--- config.mk ---
export PLATFORM = sky130hd
export DESIGN_NAME = a2d_intf
export DESIGN_NICKNAME = d
export VERILOG_FILES = /design/src/rtl/a2d_intf.sv
export SDC_FILE = /design/constraint.sdc
export NUM_CORES = 1
export LEC_CHECK = 0
export ABC_AREA = 0
export CAP_MARGIN = 25
export CORE_MARGIN = 1
export CORE_UTILIZATION = 56
export CTS_BUF_LIST = sky130_fd_sc_hd__clkbuf_8 sky130_fd_sc_hd__clkbuf_16
export CTS_CLUSTER_SIZE = 8
export DETAILED_ROUTE_END_ITERATION = 10
export PLACE_DENSITY = 0.81
export RECOVER_POWER = 25
export SLEW_MARGIN = 10
export SYNTH_ARGS = -nofsm -noshare
export SYNTH_HDL_FRONTEND = slang
export SYNTH_SLANG_ARGS = --single-unit
--- constraint.sdc ---
create_clock -name clk -period 2.5 [get_ports clk]
set_clock_uncertainty 0.2 [all_clocks]
set_input_delay 0.625 -clock clk [delete_from_list [all_inputs] [get_ports clk]]
set_output_delay 0.625 -clock clk [all_outputs]
set_load 0.005 [all_outputs]
--- src/rtl/a2d_intf.sv ---
// SPI master for an ADC128S-style converter: a channel-address frame followed by a
// result frame, with the 12-bit result and a sticky completion flag for the requester.
module a2d_intf #(
  parameter int SCLK_DIV_LOG2 = 5
) (
  input  logic        clk,
  input  logic        rst_n,
  input  logic        strt_cnv,
  input  logic [2:0]  chnnl,
  output logic        cnv_cmplt,
  output logic [11:0] res,
  output logic        SS_n,
  output logic        SCLK,
  output logic        MOSI,
  input  logic        MISO
);

  localparam int N = SCLK_DIV_LOG2;
  localparam int P = 1 << N;
  // Preloading 3P/4 puts the first SCLK fall P/4 clocks after SS_n drops.
  localparam logic [N-1:0] DIV_START = N'(3 * P / 4);
  localparam logic [N-1:0] DIV_RISE  = N'(P / 2 - 1);

  typedef enum logic [1:0] {IDLE, TX1, GAP, TX2} state_t;

  state_t        state_q, state_d;
  logic [N-1:0]  div_q, div_d;
  logic [4:0]    fall_q, fall_d;
  logic [15:0]   shreg_q, shreg_d;
  logic          miso_q, miso_d;
  logic [2:0]    chnl_q, chnl_d;
  logic          ss_n_q, ss_n_d;
  logic          sclk_q, sclk_d;
  logic          cmplt_q, cmplt_d;
  logic [11:0]   res_q, res_d;
  logic          gap_q, gap_d;
  logic          tx, fall_edge, rise_edge, launch;
  logic [2:0]    launch_ch;

  always_ff @(posedge clk or negedge rst_n) begin
    if (!rst_n) begin
      state_q <= IDLE;
      div_q   <= '0;
      fall_q  <= '0;
      shreg_q <= '0;
      miso_q  <= 1'b0;
      chnl_q  <= '0;
      ss_n_q  <= 1'b1;
      sclk_q  <= 1'b1;
      cmplt_q <= 1'b0;
      res_q   <= '0;
      gap_q   <= 1'b0;
    end else begin
      state_q <= state_d;
      div_q   <= div_d;
      fall_q  <= fall_d;
      shreg_q <= shreg_d;
      miso_q  <= miso_d;
      chnl_q  <= chnl_d;
      ss_n_q  <= ss_n_d;
      sclk_q  <= sclk_d;
      cmplt_q <= cmplt_d;
      res_q   <= res_d;
      gap_q   <= gap_d;
    end
  end

  always_comb begin
    state_d   = state_q;
    fall_d    = fall_q;
    shreg_d   = shreg_q;
    chnl_d    = chnl_q;
    ss_n_d    = ss_n_q;
    cmplt_d   = cmplt_q;
    res_d     = res_q;
    gap_d     = gap_q;
    launch    = 1'b0;
    launch_ch = chnl_q;

    tx        = (state_q == TX1) || (state_q == TX2);
    fall_edge = tx && (div_q == '1);
    rise_edge = tx && (div_q == DIV_RISE);
    div_d     = tx ? div_q + 1'b1 : div_q;
    miso_d    = rise_edge ? MISO : miso_q;

    case (state_q)
      IDLE: begin
        if (strt_cnv) begin
          chnl_d    = chnnl;
          launch    = 1'b1;
          launch_ch = chnnl;
          cmplt_d   = 1'b0;
          state_d   = TX1;
        end
      end
      TX1, TX2: begin
        if (fall_edge) begin
          // The very first fall only starts the frame; every later one shifts.
          if (fall_q != 5'd0) shreg_d = {shreg_q[14:0], miso_q};
          fall_d = fall_q + 5'd1;
          if (fall_q == 5'd16) begin
            ss_n_d = 1'b1;
            if (state_q == TX1) begin
              gap_d   = 1'b0;
              state_d = GAP;
            end else begin
              res_d   = {shreg_q[10:0], miso_q};
              cmplt_d = 1'b1;
              state_d = IDLE;
            end
          end
        end
      end
      GAP: begin
        if (gap_q) begin
          launch  = 1'b1;
          state_d = TX2;
        end else begin
          gap_d = 1'b1;
        end
      end
      default: state_d = IDLE;
    endcase

    if (launch) begin
      ss_n_d  = 1'b0;
      div_d   = DIV_START;
      fall_d  = 5'd0;
      shreg_d = {2'b00, launch_ch, 11'h000};
    end

    // Registered SCLK keeps the pin glitch-free across SS_n edges.
    sclk_d = ss_n_d ? 1'b1 : div_d[N-1];
  end

  assign SS_n      = ss_n_q;
  assign SCLK      = sclk_q;
  assign MOSI      = ((state_q == TX1) || (state_q == TX2)) ? shreg_q[15] : 1'b0;
  assign cnv_cmplt = cmplt_q;
  assign res       = res_q;

endmodule
==> out/results.tsv <==
stage	metric	value	unit
clock_tree	TritonCTS buffer count	5	
clock_tree	CTS clk-pin slew, worst paths	80	ps
sta	Period minus WS final	2420	ps
detailed_routing	DR iter-0 viols	133	
yosys	Cells after Synth	198	
sta	Pins Over Slew Limit	0	
clock_tree	# clock sinks	48	
flow_run	max-cap viol count	0	
layout	Layout Area Growth over Synthesis	18.6	%
floorplan	initial cell density of the core	59.2	%
clock_tree	clk root buf	clkbuf_8	
setup_path	Worst EP required	1670	ps
pwr	worst vdd ir	555	uV
detailed_routing	Via density	5.36	
run_status	status	finished, final reports clean	
layout	non-filler cells, final	278	
sta	Worst Tran Pin Value	1150	ps
clock_tree	htree depth	2	
pwr	sequential share of power	63.7	%
setup_path	critical path class	reg -> out	
yosys	distinct cell type count after synthesis	32	
layout	most common cell after layout, fill and taps aside	dfrtp_1	
sta	count of final setup violators	0	
sta	max_slew headroom	23.2	%
yosys	Syn Area/Cell	11.1	um^2
floorplan	core area	3720	um^2
yosys	Mapped Area	2200	um^2
floorplan	Die Footprint	4180	um^2
yosys	synth warn	0	
detailed_routing	drt drc	0	
setup_path	crit path DAT	1600	ps
sta	Max Freq	413	MHz
clock_tree	# hold bufs at CTS	0	
layout	share of cells above drive strength 1	20.0	%
pwr	Power Internal	973	uW
yosys	flops & latches, synth	48	
grt	gr usage total	20.7	%
place	DP HPWL	2630	um
sta	Hold Violations, Final	0	
detailed_routing	Post-DRT Antenna Nets	0	
floorplan	row count	22	
clock_tree	clk buf depth	2	
setup_path	critical path endpoint category	output pin	
layout	Reg area	1200	um^2
detailed_routing	routed vias	1489	
pwr	sw frac	20.5	%
setup_path	CP max FO	4	
floorplan	die height	64.7	um
sta	Tcrit/Tclk final	96.9	%
clock_tree	later-pin clock latency in the skew report	290	ps
min_path	hold crit path type	reg -> reg	
place	Port-buffer cells	22	
floorplan	die width	64.7	um
place	Placed Instance Area	2520	um^2
grt	largest net degree at the start of global routing	49	
pwr	pwr dens	469	nW/um^2
layout	final-layout fill cell count	269	
clock_tree	CTS tree	yes	
yosys	Seq/Total Area, Yosys	54.7	%
pwr	Gate power share	2.0	%
grt	final global-route overflow total	0	
layout	# diodes	0	
layout	most frequent cells in the layout	dfrtp_1, nand2_1, a21oi_1	
grt	global-route wire length before repair	6590	um
detailed_routing	Total Wirelength	3850	um
yosys	syn_nets	214	
pwr	power share of the clock group	34.3	%
pwr	Net Sw Power	251	uW
setup_path	crit path launch type	flip-flop	
place	Placed Cells incl. Taps	268	
grt	initial antenna violation count	0	
place	Placer Congestion	0.768	
grt	vias in the first global route	1472	
layout	multi-input combinational cell area	935	um^2
layout	cell area after layout	2610	um^2
detailed_routing	Routed wire per std cell	13.8	um
layout	nets@finish	246	
floorplan	Boundary Pins	23	
detailed_routing	1st-pass router iterations	4	
pwr	LEAKAGE	0.00125	uW
power groups by stage:
stage | sequential [uW] | clock, uW | combinational (uW)
finish | 779 | 420 | 24.9
global route | 779 | 464 | 29.1
CTS | 779 | 429 | 29.4
detailed placement | 794 | 0 | 29.3
global placement | 794 | 0 | 29.2
floorplan | 794 | 0 | 1.60
synth_stat cells:
library cell | n | area [um^2]
o41a_1 | 1 | 11.3
a21oi_1 | 22 | 110
ha_1 | 9 | 113
buf_6 | 1 | 11.3
buf_2 | 3 | 15.0
clkbuf_1 | 4 | 15.0
and2_1 | 2 | 12.5
a211oi_1 | 1 | 7.51
inv_1 | 7 | 26.3
o21ai_0 | 2 | 10.0
nand2_2 | 2 | 12.5
xnor2_1 | 1 | 8.76
o22ai_1 | 1 | 6.26
dfrtp_1 | 46 | 1150
xor2_1 | 5 | 43.8
o211ai_1 | 1 | 7.51
nand2_1 | 42 | 158
a211o_1 | 1 | 8.76
nor2_1 | 12 | 45.0
and3_1 | 1 | 6.26
o41ai_4 | 1 | 27.5
or2_2 | 1 | 6.26
nor2b_1 | 1 | 6.26
nand3_1 | 1 | 5.00
nor3_1 | 2 | 10.0
a2bb2oi_1 | 3 | 26.3
nor4_4 | 1 | 21.3
o21a_1 | 1 | 7.51
nand4_1 | 3 | 18.8
mux2_4 | 10 | 150
mux2_2 | 8 | 90.1
dfstp_2 | 2 | 52.6
per-stage QoR:
step	setup TNS, ps	total power (uW)	util, %	hold slack [ps]	setup slack, ps
after floorplan	0	796	-	129	400
after global placement	0	823	67.8	284	151
after detailed placement	0	824	67.8	289	118
after CTS	0	1240	70.1	115	5.19
after global routing	-3.00	1270	70.2	324	-3.00
final	0	1220	70.2	303	78.4
worst paths after layout:
check                            from           to  slack [ps]  cells after the start
max                        state_q[1]         MOSI          80                      5
min                         chnl_q[0]    chnl_q[0]         300                      1
max reg2reg                  div_q[0]  shreg_q[11]         260                      8
min reg2reg                 chnl_q[0]    chnl_q[0]         300                      1
max in group asynchronous       rst_n  shreg_q[11]         960                      2
min in group asynchronous       rst_n    cnv_cmplt         440                      2
area by class of cell:
class,count,area share (%)
sequential,48,46.1
multi-input combinational,135,35.8
timing repair buffer,33,11.8
clock buffer,5,2.64
tap,48,2.30
inverter,7,1.01
clock inverter,2,0.336
state kept, by name, summed over array words and instances (netlist names):
name and flops:
gap_q 1, state_q 2, div_q 5, chnl_q 3, cnv_cmplt 1, fall_q 5
SCLK 1, shreg_q 16, res 12, miso_q 1, SS_n 1
critical path: stages, from the launching register on:
cell and delay (ps):
dfrtp_1 420, inv_2 60, ha_2 180, or2_2 280
and2_1 180, clkdlybuf4s15_1 200
layer usage:
| layer | part of all wire (%) | global-route usage (%) | up-vias | wire length [um] |
|---|---|---|---|---|
| met2 | 47 | 33.2 | 28 | 1810 |
| met1 | 50 | 28.1 | 729 | 1910 |
| li1 | - | - | 728 | - |
| met5 | 0 | 0 | - | 0 |
| met4 | 0.47 | 5.83 | 0 | 18 |
| met3 | 2.8 | 5.11 | 4 | 107 |
logic make-up (layout without fill, tap and decap cells):
logic type | count (synthesis) | in the layout | share of synthesized area, %
fa+ha+maj | 9 | 9 | 5.12
buf+inv | 15 | 47 | 3.07
compound gates | 34 | 34 | 10.1
mux | 18 | 18 | 10.9
flops | 48 | 48 | 54.7
simple gates | 68 | 68 | 13.7
xor+xnor | 6 | 6 | 2.39
repair_timing:
action,CTS,global route
hold endpoints to repair,0,0
gates resized for setup,2,3
setup buffers,1,2
setup endpoints to repair,1,1
No activity file was read; power rests on OpenSTA's default activity.
